**src/rtl/riscv_trace_capture.sv**
```systemverilog
// Retire-trace collector: merges each retire with its data-bus access and queues the
// records in a first-word-fall-through FIFO. Optional macro: TRACE_TIMESTAMP_EN.
module riscv_trace_capture #(
    parameter  int ADDR_WIDTH = 32,
    parameter  int DATA_WIDTH = 32,
    parameter  int FIFO_DEPTH = 8,
    parameter  int TS_WIDTH   = 32,
    localparam int STRB       = DATA_WIDTH / 8,
    localparam int LVL_W      = $clog2(FIFO_DEPTH) + 1
) (
    input  logic                  clock,
    input  logic                  reset_n,
    input  logic                  ret_valid,
    input  logic [31:0]           ret_instr,
    input  logic [ADDR_WIDTH-1:0] ret_pc,
    input  logic                  ret_trap,
    input  logic [4:0]            ret_rd_addr,
    input  logic [DATA_WIDTH-1:0] ret_rd_wdata,
    input  logic                  mem_valid,
    input  logic                  mem_ready,
    input  logic                  mem_write,
    input  logic [ADDR_WIDTH-1:0] mem_addr,
    input  logic [1:0]            mem_size,
    input  logic [STRB-1:0]       mem_wstb,
    input  logic [DATA_WIDTH-1:0] mem_wdata,
    input  logic [DATA_WIDTH-1:0] mem_rdata,
    output logic                  trc_valid,
    input  logic                  trc_ready,
    output logic [31:0]           trc_instr,
    output logic [ADDR_WIDTH-1:0] trc_pc,
    output logic                  trc_trap,
    output logic [4:0]            trc_rd_addr,
    output logic [DATA_WIDTH-1:0] trc_rd_wdata,
    output logic [ADDR_WIDTH-1:0] trc_mem_addr,
    output logic [STRB-1:0]       trc_mem_rmask,
    output logic [STRB-1:0]       trc_mem_wmask,
    output logic [DATA_WIDTH-1:0] trc_mem_data,
    output logic [TS_WIDTH-1:0]   trc_timestamp,
    output logic [LVL_W-1:0]      fifo_level,
    output logic [15:0]           drop_cnt
);

    localparam int OFF_W = $clog2(STRB);
    localparam int PTR_W = $clog2(FIFO_DEPTH);

    typedef struct packed {
        logic [ADDR_WIDTH-1:0] addr;
        logic [STRB-1:0]       rmask;
        logic [STRB-1:0]       wmask;
        logic [DATA_WIDTH-1:0] data;
    } acc_t;

    typedef struct packed {
        logic [31:0]           instr;
        logic [ADDR_WIDTH-1:0] pc;
        logic                  trap;
        logic [4:0]            rd_addr;
        logic [DATA_WIDTH-1:0] rd_wdata;
        acc_t                  acc;
    } rec_t;

    // Size-aligned byte mask; sizes wider than the bus clip to the full bus.
    function automatic logic [STRB-1:0] load_mask(input logic [1:0] size,
                                                  input logic [OFF_W-1:0] off);
        logic [15:0]      ones;
        logic [3:0]       nb_m1;
        logic [OFF_W-1:0] align;
        logic [15:0]      shifted;
        ones    = (16'd1 << (5'd1 << size)) - 16'd1;
        nb_m1   = (4'd1 << size) - 4'd1;
        align   = off & ~nb_m1[OFF_W-1:0];
        shifted = ones << align;
        return shifted[STRB-1:0];
    endfunction

    logic             hs;
    acc_t             hs_acc;
    acc_t             use_acc;
    acc_t             pend_d, pend_q;
    rec_t             rec_d;
    rec_t             head;
    rec_t             mem_q [FIFO_DEPTH];
    logic [PTR_W-1:0] wr_ptr_d, wr_ptr_q;
    logic [PTR_W-1:0] rd_ptr_d, rd_ptr_q;
    logic [LVL_W-1:0] level_d, level_q;
    logic [15:0]      drop_d, drop_q;
    logic             full, pop, push, drop;

    assign trc_valid  = (level_q != '0);
    assign fifo_level = level_q;
    assign drop_cnt   = drop_q;

    always_comb begin
        hs          = mem_valid & mem_ready;
        hs_acc      = '0;
        hs_acc.addr = mem_addr;
        if (mem_write) begin
            hs_acc.wmask = mem_wstb;
            hs_acc.data  = mem_wdata;
        end else begin
            hs_acc.rmask = load_mask(mem_size, mem_addr[OFF_W-1:0]);
            hs_acc.data  = mem_rdata;
        end
        use_acc = hs ? hs_acc : pend_q;

        // An all-zero pending entry doubles as "no access".
        pend_d = pend_q;
        if (ret_valid) begin
            pend_d = '0;
        end else if (hs) begin
            pend_d = hs_acc;
        end

        rec_d.instr    = ret_instr;
        rec_d.pc       = ret_pc;
        rec_d.trap     = ret_trap;
        rec_d.rd_addr  = ret_rd_addr;
        rec_d.rd_wdata = ret_rd_wdata;
        rec_d.acc      = use_acc;

        pop  = trc_valid & trc_ready;
        full = (level_q == LVL_W'(FIFO_DEPTH));
        push = ret_valid & (~full | pop);
        drop = ret_valid & full & ~pop;

        wr_ptr_d = wr_ptr_q + PTR_W'(push);
        rd_ptr_d = rd_ptr_q + PTR_W'(pop);
        level_d  = level_q + LVL_W'(push) - LVL_W'(pop);
        drop_d   = drop_q;
        if (drop && (drop_q != 16'hFFFF)) begin
            drop_d = drop_q + 16'd1;
        end
    end

    always_ff @(posedge clock or negedge reset_n) begin
        if (!reset_n) begin
            pend_q   <= '0;
            wr_ptr_q <= '0;
            rd_ptr_q <= '0;
            level_q  <= '0;
            drop_q   <= '0;
        end else begin
            pend_q   <= pend_d;
            wr_ptr_q <= wr_ptr_d;
            rd_ptr_q <= rd_ptr_d;
            level_q  <= level_d;
            drop_q   <= drop_d;
        end
    end

    always_ff @(posedge clock) begin
        if (push) begin
            mem_q[wr_ptr_q] <= rec_d;
        end
    end

    // Outputs read zero whenever the FIFO is empty, including straight out of reset.
    always_comb begin
        head = trc_valid ? mem_q[rd_ptr_q] : '0;
    end

    assign trc_instr     = head.instr;
    assign trc_pc        = head.pc;
    assign trc_trap      = head.trap;
    assign trc_rd_addr   = head.rd_addr;
    assign trc_rd_wdata  = head.rd_wdata;
    assign trc_mem_addr  = head.acc.addr;
    assign trc_mem_rmask = head.acc.rmask;
    assign trc_mem_wmask = head.acc.wmask;
    assign trc_mem_data  = head.acc.data;

`ifdef TRACE_TIMESTAMP_EN
    logic [TS_WIDTH-1:0] ts_d, ts_q;
    logic [TS_WIDTH-1:0] ts_mem_q [FIFO_DEPTH];

    always_comb begin
        ts_d = ts_q + TS_WIDTH'(1);
    end

    always_ff @(posedge clock or negedge reset_n) begin
        if (!reset_n) begin
            ts_q <= '0;
        end else begin
            ts_q <= ts_d;
        end
    end

    always_ff @(posedge clock) begin
        if (push) begin
            ts_mem_q[wr_ptr_q] <= ts_q;
        end
    end

    assign trc_timestamp = trc_valid ? ts_mem_q[rd_ptr_q] : '0;
`else
    assign trc_timestamp = '0;
`endif

endmodule

```
**config.mk**
```make
export PLATFORM = sky130hd
export DESIGN_NAME = riscv_trace_capture
export DESIGN_NICKNAME = d
export VERILOG_FILES = /design/src/rtl/riscv_trace_capture.sv
export SDC_FILE = /design/constraint.sdc
export NUM_CORES = 1
export LEC_CHECK = 0
export ABC_AREA = 1
export BUFFER_PORTS_ARGS = -buffer_cell sky130_fd_sc_hd__buf_4
export CAP_MARGIN = 20
export CORE_MARGIN = 5
export CORE_UTILIZATION = 40
export DETAILED_ROUTE_END_ITERATION = 10
export PLACE_DENSITY = 0.59
export RECOVER_POWER = 100
export SLEW_MARGIN = 15
export SYNTH_ARGS = -nofsm -noshare
export SYNTH_HDL_FRONTEND = slang
export SYNTH_SLANG_ARGS = --single-unit
```
**constraint.sdc**
```tcl
create_clock -name clock -period 12.5 [get_ports clock]
set_clock_uncertainty 0.2 [all_clocks]
set_input_delay 0.625 -clock clock [delete_from_list [all_inputs] [get_ports clock]]
set_output_delay 0.625 -clock clock [all_outputs]
set_load 0.1 [all_outputs]
```
=== Word-level counts from Yosys, hierarchy flattened ===
Memories as Yosys holds them, arrays and structs flattened.
Cells that the tools add are included.

* RAM bits: 1,392
* Output and inout bits: 227
* Logic and storage cells: 42
* Memories kept: 1
* Bits of input ports: 211
* ROM bits: 0
* Bits in latches: 0
* Bits in registers: 98

{| class="wikitable"
|+ Memories
! memory !! words !! bits a word !! read ports !! clocked after Yosys merged registers in !! wr ports !! line !! source
|-
| mem_q || 8 || 174 || 1 || 0 || 1 || 82 || <nowiki>rec_t mem_q [FIFO_DEPTH];</nowiki>
|}

* Div/mod/pow operators: 0
* Add/sub/neg operators: 7
* Order comparisons: 0
* Shifts and indexed selects: 4
* Reduce and logical (&&, ||, !) cells: 2
* Multiply operators: 0
* Muxes and demuxes: 8
* Bitwise gates (word level): 10
* Equality and inequality tests: 2

{| class="wikitable"
|+ Operators with widths
! operator !! number
|-
| $mux 174 || 1
|-
| $mux 72 || 2
|-
| $mux 32 || 1
|-
| $add 16x1->16 const B || 1
|-
| $ne 16x16->1 const B || 1
|-
| $shl 1x5->16 const A || 1
|-
| $shl 16x2->4 || 1
|-
| $sub 16x1->16 const B || 1
|-
| $mux 4 || 2
|-
| $add 3x1->3 || 2
|-
| $and 1x1->1 || 5
|-
| $shl 1x2->5 const A || 1
|-
| $add 4x1->4 || 1
|-
| $eq 4x4->1 const B || 1
|-
| $reduce_bool 4->1 || 1
|-
| $sub 4x1->4 || 1
|-
| $and 2x2->2 || 1
|-
| $mux 1 || 2
|-
| $not 1->1 || 2
|-
| $not 2->2 || 1
|-
| $shl 1x2->2 const A || 1
|-
| $sub 2x1->2 const B || 1
|-
| $logic_and 1x1->1 || 1
|-
| $or 1x1->1 || 1
|}

=== Longest topological paths before layout ===
* Depth after elaboration: 8
* Gate-level depth with buffers: 14
* Depth with buffers taken out: 14

=== Least setup slack after synthesis ===
No wires, ideal clock.

* Path kind: register -> register
* Start point: reg level_q[2] (netlist: fifo_level[2])
* End point: mem mem_q[0][0] in the netlist's numbering (enable)
* Setup time: 0.711 ns
* Required time: 11.589 ns
* Slack: 2.421 ns
* Path buffers: 0
* Data arrival time: 9.169 ns
* Cell stages (with the launch flop): 10
* Period minus slack after synthesis: 10.079 ns
* Path through: dfrtp_1 -> inv_1 -> ha_1 -> nand2_1 -> nand2_1 -> inv_1 -> nor2_1 -> nor2_1 -> nand2_1 -> nor2_1

* Word-level cells in the longest chain between the ends: 6
* Elaborated cells between the ends (all ways): 8
* Classes of those cells: eq/ne (1); mux (2); bitwise (4); reduce/logical (1)

{| class="wikitable"
|+ Ends and longest elaborated chain
! element !! line !! source
|-
| start, declared || 85 || <nowiki>logic [LVL_W-1:0] level_d, level_q;</nowiki>
|-
| start signal, assigned || 146 || <nowiki>level_q <= level_d;</nowiki>
|-
| $reduce_bool 4->1 / $eq 4x4->1 (equally long branches) || 89, 122 ||
|-
| $and 1x1->1 / $not 1->1 (equally long branches) || 121, 123 ||
|-
| $or 1x1->1 * || 123 || <nowiki>push = ret_valid & (~full | pop);</nowiki>
|-
| $and 1x1->1 * || 123 ||
|-
| $mux 1 * || 152 || <nowiki>if (push) begin</nowiki>
|-
| $mux 1 (not written as such) * || 153 || <nowiki>mem_q[wr_ptr_q] <= rec_d;</nowiki>
|-
| end, declared || 82 ||
|}

Mark *: on every way between the ends. The rest lies on a longest branch, timed or not.

=== Worst setup path after layout ===
* Start point: reg level_q[2] (netlist: fifo_level[2])
* End point: out trc_instr[16]

* Word-level cells in the longest chain between the ends: 2

{| class="wikitable"
|+ Ends and longest elaborated chain
! element !! line !! source
|-
| $reduce_bool 4->1 || 89 || <nowiki>assign trc_valid = (level_q != '0);</nowiki>
|-
| $mux 174 || 159 || <nowiki>head = trc_valid ? mem_q[rd_ptr_q] : '0;</nowiki>
|-
| end, declared || 29 || <nowiki>output logic [31:0] trc_instr,</nowiki>
|}

Every way passes these cells.

==> summary.txt <==
Initial DRC count = 2,683
Syn avg cell area = 12.4 um2
Commonest non-fill, non-tap cell in the layout = edfxtp_1
Post-CTS Resized = 0
Core box area = 0.148 mm2
Initial Util = 40.3%
RSZ-0062 raised after global routing = no
Setup TNS = 0 ns
Vias per cell = 5.23
Tmin final = 9.54 ns
Max layer used = met5
Clock Path Buffers = 3
Routed Wire Length = 151,000 um
Largest cells by area after synthesis = edfxtp_1, nor2_1, o21ai_0
Final hold viol count = 0
# rows = 141
Metal3 WL = 8630 um
Rel. slew slack = -184%
# nets final = 5,473
Via count = 38,300
HP Class = in2reg
Post-route antenna net violation count = 0
Overall routing resource usage = 19.0%
Die Area = 0.157 mm2
Routability congestion estimate = 0.779
Max cap viols = 38
Post-synth top area cell = edfxtp_1
Die W = 396 um
Worst-path clk slew = 0.06 ns
CP Capture Type = output pin
Final setup fails = 0
Crit start category = flip-flop
Number of CTS-inserted buffers = 157
First-pass GRT wire length = 231,000 um
Largest net degree at the start of global routing = 211
Metal1 wirelength = 68,600 um
Area Overhead vs Synth = 16.4%
Worst Path Arrival = 8.71 ns
Worst-margin pin slew = 4.25 ns
Root Buffer = clkbuf_16
Hpwl dp = 78,700 um
Worst skew pair latency = 0.80 ns
Sinks on Clock Net = 1,490
Die outline height = 396 um
Seq/Total Area, Yosys = 74.3%
Min Hold Slack = 0.115 ns
GRT overflow = 0
Proportion of layout cells with a drive suffix above 1 = 8.39%
Final period utilization = 76.3%
Critical path data required time = 11.68 ns
PortBufs = 405
Yosys warns = 0
Commonest non-fill, non-tap cells in the layout = edfxtp_1, nor2_1, o21ai_0, clkbuf_1, nand2_1
WS Path Type = reg2out
Cell Area, Synth = 0.0596 mm2
Vias in the first global route = 37,500
Yosys reg bits = 1,490
Post-synthesis cell count = 4,812
Crit Path Max Fanout = 53
Drt drc = 0
H-tree depth = 4
I/O pins = 438
FMAX = 105 MHz
Status = finished, violations left
Initial antenna violation count = 9
CTS tree = yes
Library cells used by synthesis = 29
Fill cells = 13,200
WL/cell = 20.7 um
Share of the synthesized area in the top cell type = 70.1%
Met2 WL post-DR = 70,900 um
Slew Limit Fails = 1,664
Failing checks = capacitance limit, slew limit
1st-pass router iterations = 7
[sequential cells by signal (all words and copies together) (netlist names)]
register,cells
mem_q,1392
rd_ptr_q,3
fifo_level,4
drop_cnt,16
wr_ptr_q,3
pend_q,72
[cell families (layout without fill, tap and decap cells)]
logic type      after synthesis  count (layout)  synth area share [%]
xor+xnor                      8               8                 0.118
fa+ha+maj                    13              13                 0.286
other cells                   1              36               0.00629
compound gates             1162            1162                  10.9
flops                      1490            1490                  74.3
buf+inv                     427             962                  3.35
simple gates               1711            1711                  11.1
[layer usage]
layer / global-route usage, % / up-vias
met4: 4.93 / 4
li1: - / 18000
met3: 3.59 / 228
met2: 30.5 / 1080
met1: 26.7 / 18900
met5: 0 / -
[worst paths after layout]
kind                               start             to  slack, ns  cells past startpoint
max in group asynchronous        reset_n    rd_ptr_q[2]       5.95                      3
setup / recovery           fifo_level[2]  trc_instr[16]       2.96                      8
min in group asynchronous        reset_n    drop_cnt[0]       0.93                      2
hold reg to reg              wr_ptr_q[2]    wr_ptr_q[2]       0.32                      1
setup reg to reg           fifo_level[2]  mem_q[7][130]       3.56                     11
hold / removal                 trc_ready    rd_ptr_q[0]       0.12                      4
[cells in the mapped netlist (all sizes together)]
cell type,n
fa,1
xor2,6
nand4,5
edfxtp,1392
conb,1
o21ai,744
clkbuf,206
nor2,1323
o211ai,175
xnor2,2
nand3b,1
nand3,11
dfrtp,98
o22ai,176
a21oi,67
inv,74
or2,32
nor3b,1
ha,12
and2,32
nand2,306
buf,147
[worst max-delay path, stage by stage (launching register included)]
cell      delay [ns]
dfrtp_1         0.34
inv_1           0.08
ha_1            0.21
nand2_1         1.12
clkbuf_1        2.78
clkbuf_1        2.11
nand2_1         0.12
nor2_1          0.18
clkbuf_1        0.88
[metrics by stage]
step	utilization, %	cells	setup WS, ns	cell area (um2)
6_report	46.9	7312	2.96	69300
5_1_grt	46.9	7310	2.69	69300
4_1_cts	47.6	7307	5.79	70400
3_5_place_dp	43.3	6886	6.66	64000
3_3_place_gp	43.3	6886	6.69	64000
2_1_floorplan	-	4843	2.42	59700
[cell type report]
cell class | count | area [um2] | area share, %
antenna | 4 | 10.0 | 0.0144
clock buffer | 211 | 4200 | 6.06
clock inverter | 77 | 831 | 1.20
inverter | 74 | 290 | 0.419
multi-input combinational | 2926 | 13500 | 19.4
sequential | 1490 | 44300 | 63.8
tap | 1930 | 2410 | 3.48
timing repair buffer | 600 | 3880 | 5.60
[repair_timing]
item | in CTS | in global routing
hold buffers | 133 | 0
buffers inserted | 0 | 0
endpoints found under the hold margin | 890 | 0
Power is not shown: default switching activity piles up to over one toggle a cycle in this logic, so the estimate is an artifact.
